--- config.mk ---
export PLATFORM = sky130hd
export DESIGN_NAME = triangle_seq_flat
export DESIGN_NICKNAME = d
export VERILOG_FILES = /design/src/rtl/triangle_pkg.sv /design/src/rtl/triangle_seq_if.sv /design/src/rtl/triangle_chk.sv /design/src/rtl/triangle_seq.sv /design/src/flat_wrapper.sv
export SDC_FILE = /design/constraint.sdc
export NUM_CORES = 1
export LEC_CHECK = 0
export ABC_CLOCK_PERIOD_IN_PS = 3500
export CORE_ASPECT_RATIO = 1.75
export CORE_MARGIN = 4
export CORE_UTILIZATION = 55
export DETAILED_ROUTE_END_ITERATION = 8
export HOLD_SLACK_MARGIN = 0.06
export PLACE_DENSITY_LB_ADDON = 0.25
export SLEW_MARGIN = 20
export SYNTH_ARGS = -nofsm -noshare
export SYNTH_HDL_FRONTEND = slang
export SYNTH_SLANG_ARGS = --single-unit
export TNS_END_PERCENT = 10
--- constraint.sdc ---
create_clock -name clk -period 3.5 [get_ports clk]
set_input_delay 1.05 -clock clk [delete_from_list [all_inputs] [get_ports clk]]
set_output_delay 1.05 -clock clk [all_outputs]
set_load 0.02 [all_outputs]
--- src/rtl/triangle_pkg.sv ---
// rtl/triangle_pkg.sv - shared state, shape-kind and width definitions for the triangle sequencer
package triangle_pkg;

  localparam int SIDE_W = 8;

  typedef enum logic [1:0] {
    LD_A = 2'd0,
    LD_B = 2'd1,
    LD_C = 2'd2,
    HOLD = 2'd3
  } state_t;

  typedef enum logic [1:0] {
    KIND_NONE        = 2'd0,
    KIND_SCALENE     = 2'd1,
    KIND_ISOSCELES   = 2'd2,
    KIND_EQUILATERAL = 2'd3
  } kind_t;

endpackage

--- src/rtl/triangle_seq_if.sv ---
// rtl/triangle_seq_if.sv - byte input and result output channels of the triangle sequencer
interface triangle_seq_if;
  import triangle_pkg::*;

  logic              in_valid;
  logic              in_ready;
  logic [SIDE_W-1:0] in_data;
  logic              out_valid;
  logic              out_ready;
  logic              out_tri;
  kind_t             out_kind;
  logic [SIDE_W-1:0] out_a;
  logic [SIDE_W-1:0] out_b;
  logic [SIDE_W-1:0] out_c;

  modport master (
    output in_valid, in_data, out_ready,
    input  in_ready, out_valid, out_tri, out_kind, out_a, out_b, out_c
  );

  modport slave (
    input  in_valid, in_data, out_ready,
    output in_ready, out_valid, out_tri, out_kind, out_a, out_b, out_c
  );

endinterface

--- src/rtl/triangle_chk.sv ---
// rtl/triangle_chk.sv - combinational triangle test and shape classification of one triplet
module triangle_chk
  import triangle_pkg::*;
(
  input  logic [SIDE_W-1:0] a,
  input  logic [SIDE_W-1:0] b,
  input  logic [SIDE_W-1:0] c,
  output logic              is_tri,
  output kind_t             kind
);

  // One extra bit keeps 255 + 255 from wrapping.
  logic [SIDE_W:0] sum_ab;
  logic [SIDE_W:0] sum_ac;
  logic [SIDE_W:0] sum_bc;

  assign sum_ab = {1'b0, a} + {1'b0, b};
  assign sum_ac = {1'b0, a} + {1'b0, c};
  assign sum_bc = {1'b0, b} + {1'b0, c};

  always_comb begin
    is_tri = (sum_ab > {1'b0, c}) && (sum_ac > {1'b0, b}) && (sum_bc > {1'b0, a});
    kind   = KIND_NONE;
    if (is_tri) begin
      if ((a == b) && (b == c)) begin
        kind = KIND_EQUILATERAL;
      end else if ((a == b) || (a == c) || (b == c)) begin
        kind = KIND_ISOSCELES;
      end else begin
        kind = KIND_SCALENE;
      end
    end
  end

endmodule

--- src/rtl/triangle_seq.sv ---
// rtl/triangle_seq.sv - byte-serial triplet assembler with registered result channel and saturating counters
module triangle_seq
  import triangle_pkg::*;
#(
  parameter int CNT_W = 16
) (
  input  logic             clk,
  input  logic             rst_n,
  input  logic             clr,
  triangle_seq_if.slave    bus,
  output logic [CNT_W-1:0] cnt_all,
  output logic [CNT_W-1:0] cnt_tri
);

  state_t            state;
  logic [SIDE_W-1:0] a_q;
  logic [SIDE_W-1:0] b_q;
  logic              chk_tri;
  kind_t             chk_kind;
  logic              out_valid;
  logic              out_tri;
  kind_t             out_kind;
  logic [SIDE_W-1:0] out_a;
  logic [SIDE_W-1:0] out_b;
  logic [SIDE_W-1:0] out_c;
  logic              in_ready;

  // The third side is checked straight off the input bus so the result lands with C.
  triangle_chk u_chk (
    .a      (a_q),
    .b      (b_q),
    .c      (bus.in_data),
    .is_tri (chk_tri),
    .kind   (chk_kind)
  );

  assign in_ready      = rst_n && !clr && (state != HOLD);
  assign bus.in_ready  = in_ready;
  assign bus.out_valid = out_valid;
  assign bus.out_tri   = out_tri;
  assign bus.out_kind  = out_kind;
  assign bus.out_a     = out_a;
  assign bus.out_b     = out_b;
  assign bus.out_c     = out_c;

  always_ff @(posedge clk or negedge rst_n) begin
    if (!rst_n) begin
      state     <= LD_A;
      a_q       <= '0;
      b_q       <= '0;
      out_valid <= 1'b0;
      out_tri   <= 1'b0;
      out_kind  <= KIND_NONE;
      out_a     <= '0;
      out_b     <= '0;
      out_c     <= '0;
      cnt_all   <= '0;
      cnt_tri   <= '0;
    end else if (clr) begin
      state     <= LD_A;
      a_q       <= '0;
      b_q       <= '0;
      out_valid <= 1'b0;
      out_tri   <= 1'b0;
      out_kind  <= KIND_NONE;
      out_a     <= '0;
      out_b     <= '0;
      out_c     <= '0;
      cnt_all   <= '0;
      cnt_tri   <= '0;
    end else begin
      case (state)
        LD_A: begin
          if (bus.in_valid) begin
            a_q   <= bus.in_data;
            state <= LD_B;
          end
        end
        LD_B: begin
          if (bus.in_valid) begin
            b_q   <= bus.in_data;
            state <= LD_C;
          end
        end
        LD_C: begin
          if (bus.in_valid) begin
            out_a     <= a_q;
            out_b     <= b_q;
            out_c     <= bus.in_data;
            out_tri   <= chk_tri;
            out_kind  <= chk_kind;
            out_valid <= 1'b1;
            state     <= HOLD;
          end
        end
        HOLD: begin
          if (bus.out_ready) begin
            out_valid <= 1'b0;
            state     <= LD_A;
            if (cnt_all != {CNT_W{1'b1}}) begin
              cnt_all <= cnt_all + CNT_W'(1);
            end
            if (out_tri && (cnt_tri != {CNT_W{1'b1}})) begin
              cnt_tri <= cnt_tri + CNT_W'(1);
            end
          end
        end
        default: state <= LD_A;
      endcase
    end
  end

endmodule

--- src/flat_wrapper.sv ---
// flat-port wrapper written by rule: the top's interface ports become plain ports
module triangle_seq_flat import triangle_pkg::*;
#(
  parameter int CNT_W = 16
)
  (clk, rst_n, clr, cnt_all, cnt_tri, bus_in_valid, bus_in_data, bus_out_ready, bus_in_ready, bus_out_valid, bus_out_tri, bus_out_kind, bus_out_a, bus_out_b, bus_out_c);
  triangle_seq_if bus_i ();
  input  logic clk;
  input  logic rst_n;
  input  logic clr;
  output logic [CNT_W-1:0] cnt_all;
  output logic [CNT_W-1:0] cnt_tri;
  input wire logic [$bits(bus_i.in_valid)-1:0] bus_in_valid;
  input wire logic [$bits(bus_i.in_data)-1:0] bus_in_data;
  input wire logic [$bits(bus_i.out_ready)-1:0] bus_out_ready;
  output wire logic [$bits(bus_i.in_ready)-1:0] bus_in_ready;
  output wire logic [$bits(bus_i.out_valid)-1:0] bus_out_valid;
  output wire logic [$bits(bus_i.out_tri)-1:0] bus_out_tri;
  output wire logic [$bits(bus_i.out_kind)-1:0] bus_out_kind;
  output wire logic [$bits(bus_i.out_a)-1:0] bus_out_a;
  output wire logic [$bits(bus_i.out_b)-1:0] bus_out_b;
  output wire logic [$bits(bus_i.out_c)-1:0] bus_out_c;
  assign bus_i.in_valid = bus_in_valid;
  assign bus_i.in_data = bus_in_data;
  assign bus_i.out_ready = bus_out_ready;
  assign bus_in_ready = bus_i.in_ready;
  assign bus_out_valid = bus_i.out_valid;
  assign bus_out_tri = bus_i.out_tri;
  assign bus_out_kind = bus_i.out_kind;
  assign bus_out_a = bus_i.out_a;
  assign bus_out_b = bus_i.out_b;
  assign bus_out_c = bus_i.out_c;
  triangle_seq #(.CNT_W(CNT_W)) u_core (.clk(clk), .rst_n(rst_n), .clr(clr), .bus(bus_i), .cnt_all(cnt_all), .cnt_tri(cnt_tri));
endmodule
After elaboration in Yosys (flattened, before gate mapping):

Cells that the tools add are included.

* $lt $le $gt $ge: 3
* add/sub/neg operators: 5
* multiplexer cells: 40
* equality and inequality tests: 13
* reduce and logical (&&, ||, !) cells: 26

Operator list (number)
* 16-bit two-way mux: 8
* 8-bit two-way mux: 13
* 16-bit by 1-bit adder with 16-bit output (second input constant): 2
* 16-bit inequality test (second input constant): 2
* 8-bit by 8-bit adder with 9-bit output: 3
* 9-bit by 8-bit greater-than comparator with 1-bit output: 3
* 8-bit == test: 3
* 2-bit two-way mux: 11
* 2-bit nonzero test: 8
* 3-bit inequality test (second input constant): 4
* 3-bit AND reduction: 3
* 2-bit case mux with 4 select lines: 1
* 1-bit logical AND: 6
* 1-bit two-way mux: 6
* 2-bit AND reduction: 3
* 2-bit == test (second input constant): 2
* 4-bit AND reduction: 1
* 3-bit nonzero test: 1
* 2-bit by 1-bit == test with 1-bit output (second input constant): 1
* 2-bit logical NOT: 1
* 1-bit logical OR: 2
* 2-bit inequality test (second input constant): 1
* 1-bit case mux with 2 select lines: 1
* 1-bit logical NOT: 1

* output and inout port bits: 61
* word-level logic and storage cells: 98
* bits in registers: 78

Longest topological paths before layout:

* depth after elaboration: 9
* depth in mapped cells: 15

Cells and area by module:

Synthesis repeated with hierarchy kept, for this count alone.

* cell total of the unflattened synthesis: 613
* area, all modules: 5326.4 um^2

Modules (own cells, without submodules)
* triangle_seq: area an instance 3728.6 um^2, instances 1, cells each 408
* triangle_chk: area an instance 1597.8 um^2, instances 1, cells each 205

Least setup slack after synthesis:

No wires, ideal clock.

* path type: input -> register
* start: input port bus_in_data[0]
* end: register u_core.out_kind[0], in the netlist u_core.bus.out_kind[0]
* data arrival time: 3.308 ns
* setup time: 0.123 ns
* cell stages on the path: 15
* setup slack: 0.069 ns
* buffers on the path: 0
* data required time: 3.377 ns
* path through: ha_1 -> inv_1 -> fa_1 -> nor2b_1 -> o31a_1 -> o21a_1 -> nor2_1 -> xnor2_1 -> ha_1 -> a211oi_1 -> o211ai_1 -> o221ai_1 -> o211ai_1 -> nand4_1 -> o21ai_1

* longest elaborated chain between the ends: 9
* elaborated cells between the ends (all ways): 18

Ends and longest elaborated chain
* start: declaration: line flat_wrapper.sv:14 `input wire logic [$bits(bus_i.in_data)-1:0] bus_in_data;`
* branches (longest 5 deep; another with 8-bit by 8-bit adder with 9-bit output)
* 2-bit two-way mux (*): line triangle_chk.sv:24 `if (is_tri) begin`
* 2-bit two-way mux (*): line triangle_seq.sv:86 `if (bus.in_valid) begin`
* 2-bit two-way mux (*): line triangle_seq.sv:72 `case (state)`
* 2-bit two-way mux (*): line triangle_seq.sv:59 `end else if (clr) begin`
* end signal: assignment: line triangle_seq.sv:91 `out_kind <= chk_kind;`
* end: declaration: line triangle_seq.sv:22 `kind_t out_kind;`

Every way passes the cells marked *. The select of a mux whose other input is x is not followed.
A chain may end at the register's enable or synchronous reset.

Final worst setup path:

* start: input port bus_in_data[1]
* end: register u_core.out_kind[0], in the netlist u_core.bus.out_kind[0]

The elaborated chain is that of the path after synthesis.

==> flow_metrics.py <==
metrics = {
    "grt": {
        "grt_pass1_vias": 5029,
        "grt_pass1_wl_um": 24700,
        "grt_antenna_before_repair": 0,
        "grt_max_degree": 79,
        "track_usage_pct": 29.7,
        "grt.overflow.total": 0,
    },
    "drt": {
        "wl_per_cell_um": 18.6,
        "dr.pass1.iters": 5,
        "drtIter0Drc": 213,
        "viasPerCell": 5.83,
        "drcViolationCount": 0,
        "vias": 4837,
        "wirelength_um": 15400,
        "ant_nets": 0,
    },
    "sta": {
        "fin_crit_sh_pct": 97.7,
        "setup_ws_ns": 0.0818,
        "drv_slew": 0,
        "fin_crit_ns": 3.42,
        "setup_viol": 0,
        "final_hold_viol_count": 0,
        "grt_setup_unrepaired": "yes",
        "clock_skew_ns": 0.00656,
        "slew_headroom_pct": 35.2,
        "timing.fmax_ghz": 0.293,
        "holdWs_ns": 0.491,
        "worst_slew_pin_slew_ns": 0.973,
    },
    "logic_synthesis": {
        "syn_area_per_cell_um2": 8.86,
        "yosysWarnings": 0,
        "synthCells": 582,
        "synth-seq-area-share_pct": 37.8,
        "syn_nets": 653,
        "async_flop_share_pct": 100,
        "ys_ff_latch": 78,
        "synth_ff_type": "dfrtp_1",
        "syn_area_um2": 5160,
        "yosys.cell_types.count": 53,
        "synth_edf_count": 0,
    },
    "setup_path": {
        "crit_slowest_cell": "fa_1",
        "worst-setup-path-type": "primary input to flip-flop",
        "r2r_cells": 12,
        "path_buf_inv": 2,
        "crit_arrival_ns": 3.62,
        "critPathCaptureType": "flip-flop",
        "rr_startpoint": "u_core.a_q[1]",
        "cp.required_ns": 3.71,
        "critPathTopFamily": "compound AO/OA/AOI/OAI gates",
        "slowest_delay_ns": 0.45,
        "critPathLaunchType": "primary input",
        "crit_chain": "buf_2 -> inv_4 -> fa_1 -> nand2b_4 -> a21oi_2 -> a211oi_2 -> xnor2_1 -> ha_1 -> a211oi_2 -> o2111ai_1 -> a211o_1 -> nand4_1 -> o21ai_1",
        "reg2reg_setup_slack_ns": 0.14,
        "worstReg2RegEnd": "u_core.bus.out_kind[0]",
        "worstPathMaxFanout": 5,
        "path_common_cell": "a211oi_2",
    },
    "worst_hold_path": {
        "min_path_cells": 2,
        "min_to": "u_core.bus.out_kind[0]",
        "hold_start": "u_core.bus.out_kind[0]",
        "hp-class": "flip-flop to flip-flop",
    },
    "floorplanning": {
        "coreArea_um2": 9090,
        "die_y_um": 136,
        "start_util_pct": 56.7,
        "boundaryPins": 74,
        "fp.dieW_um": 81.2,
        "rows": 46,
        "die_area_um2": 11100,
    },
    "power": {
        "netSwitchingFraction_pct": 36.3,
        "total_power_w": 0.00335,
        "pwr-share-seq_pct": 31.3,
        "leakage_nw": 3.07,
        "vdd_ir_drop_max_mv": 0.379,
        "p_comb_share_pct": 41.7,
        "p_clk_share_pct": 27.0,
        "cellPowerDensity_nw_per_um2": 492,
        "switching_power_w": 0.00122,
        "internal_power_w": 0.00213,
    },
    "clock_network": {
        "clock_latency_ns": 0.33,
        "cts_root_buffer": "clkbuf_16",
        "clock-sinks": 78,
        "cts_buffers": 9,
        "clkTransAtPathRegs_ns": 0.06,
        "holdBufCountCts": 0,
        "cts_tree": "done",
        "clock_tree.buffer_depth": 2,
        "htree_num_levels": 3,
    },
    "status": {
        "outcome": "finished, final reports clean",
    },
    "run": {
        "cap_violations": 0,
    },
    "finish": {
        "final_cells": 830,
        "synthToLayoutAreaGrowth_pct": 32.2,
        "final_layout_size_suffix_gt1_share_pct": 16.5,
        "fin_nets": 776,
        "antenna_cells": 0,
    },
    "placement": {
        "dp_hpwl_um": 11200,
        "io_buffers": 73,
        "place_ws_ns": -0.918,
        "dp.cells": 808,
        "gp_congestion": 0.964,
    },
}
-- routing by layer --
layer | up-vias | GRT usage [%] | wire length (µm)
li1 | 2268 | - | -
met4 | 0 | 18.9 | 936
met2 | 165 | 51.2 | 8160
met3 | 67 | 5.90 | 705
met1 | 2337 | 32.4 | 5650
met5 | - | 0 | 0
-- cell usage in the layout, fill, tap and decap left out, drive strengths merged, types with 2 or more instances in the layout --
cell type      instances
nor2b                  2
nor2                  53
fa                     3
o41ai                  3
o211ai                 6
nand3                 27
a21oi                 58
and3                   2
ha                    55
nand2                104
clkdlybuf4s50         64
nor4                  10
nand4                 15
a41oi                  2
and2                   2
a211o                  4
o32ai                  2
xnor2                 27
inv                   37
clkbuf                13
o21ai                  7
dlymetal6s2s           2
o2111ai                4
nor3                   9
nand2b                 4
a21o                   6
o221a                  2
or3                    2
buf                   63
a211oi                 6
mux2i                  2
xor2                  19
clkinv                 2
dfrtp                 78
o21a                   2
-- logic make-up after synthesis --
group                      after synthesis  synth area share, %
and+or+nand+nor                        232                 21.1
AOI/OAI and AO/OA                      109                 13.9
DFF                                     78                 37.8
adders and majority gates               58                 14.5
buffers and inverters                   56                 4.25
xor gates and xnor gates                46                 7.81
muxes                                    3                0.607
-- power by group through the flow --
stage / Combinational [W] / Sequential [W] / Clock, W
2_1_floorplan: 0.000777 / 0.00106 / 0
3_3_place_gp: 0.00124 / 0.00106 / 0
3_5_place_dp: 0.00128 / 0.00106 / 0
4_1_cts: 0.00132 / 0.00104 / 0.000915
5_1_grt: 0.00155 / 0.00105 / 0.000955
6_report: 0.00140 / 0.00105 / 0.000906
-- flip-flops by register name (all words and copies together) (netlist names) --
| signal | count |
|---|---|
| u_core.state | 2 |
| u_core.a_q | 8 |
| u_core.bus.out_a | 8 |
| u_core.bus.out_kind | 2 |
| u_core.bus.out_tri | 1 |
| u_core.bus.out_valid | 1 |
| u_core.b_q | 8 |
| u_core.cnt_all | 16 |
| u_core.bus.out_c | 8 |
| u_core.bus.out_b | 8 |
| u_core.cnt_tri | 16 |
-- stage by stage --
step | TNS (ns) | util [%] | area (µm²)
final | 0 | 75.0 | 6820
after global routing | -0.0813 | 75.0 | 6820
after CTS | 0 | 73.3 | 6670
after detailed placement | -2.70 | 69.7 | 6340
after global placement | -2.12 | 69.7 | 6340
after floorplan | 0 | - | 5160
-- area by class of cell --
type	count	area, µm²
multi-input cells	448	3140
inverters	37	141
clock buffers	12	236
fillers	673	2280
repair buffers	131	1150
clock inverters	4	47.5
well taps	120	150
flip-flops and latches	78	1950
-- synthesized netlist by cell type, types with 3 or more instances --
cell type / number / area, µm²
ha_1: 55 / 688
nor3_1: 8 / 40.0
a21oi_1: 58 / 290
o211ai_1: 5 / 37.5
nand3_1: 27 / 135
clkbuf_1: 15 / 56.3
o21ai_0: 4 / 20.0
nand2_1: 104 / 390
o41ai_1: 3 / 26.3
nor4_4: 3 / 63.8
o2111ai_1: 4 / 35.0
xor2_1: 19 / 166
a21o_1: 6 / 45.0
inv_1: 36 / 135
a211o_1: 4 / 35.0
dfrtp_1: 78 / 1950
nor2_1: 53 / 199
fa_1: 3 / 60.1
nor4_1: 6 / 37.5
xnor2_1: 27 / 236
a211oi_1: 6 / 45.0
nand4_1: 13 / 81.3
nand2b_1: 4 / 25.0
-- timing repair --
| item | CTS | global route |
|---|---|---|
| resized for setup | 21 | 31 |
| buffers inserted | 2 | 4 |
| pin swaps | 8 | 18 |
| setup endpoints to repair | 3 | 3 |
-- worst min-delay path, delay by kind of cell (launching register included) --
| kind | cells | cell delay [ns] |
|---|---|---|
| DFF | 1 | 0.34 |
| AOI/OAI and AO/OA | 1 | 0.06 |
| and+or+nand+nor | 1 | 0.05 |
-- how the worst max path moves through the flow --
stage | start | to | depth (start not counted)
after floorplan | bus_in_data[0] | u_core.bus.out_kind[0] | 15
after global placement | bus_in_data[1] | u_core.bus.out_kind[0] | 13
after detailed placement | bus_in_data[1] | u_core.bus.out_kind[0] | 13
after CTS | bus_in_data[1] | u_core.bus.out_kind[0] | 13
after global routing | bus_in_data[0] | u_core.bus.out_kind[0] | 16
final | bus_in_data[1] | u_core.bus.out_kind[0] | 13
No activity file was read; power rests on OpenSTA's default activity.
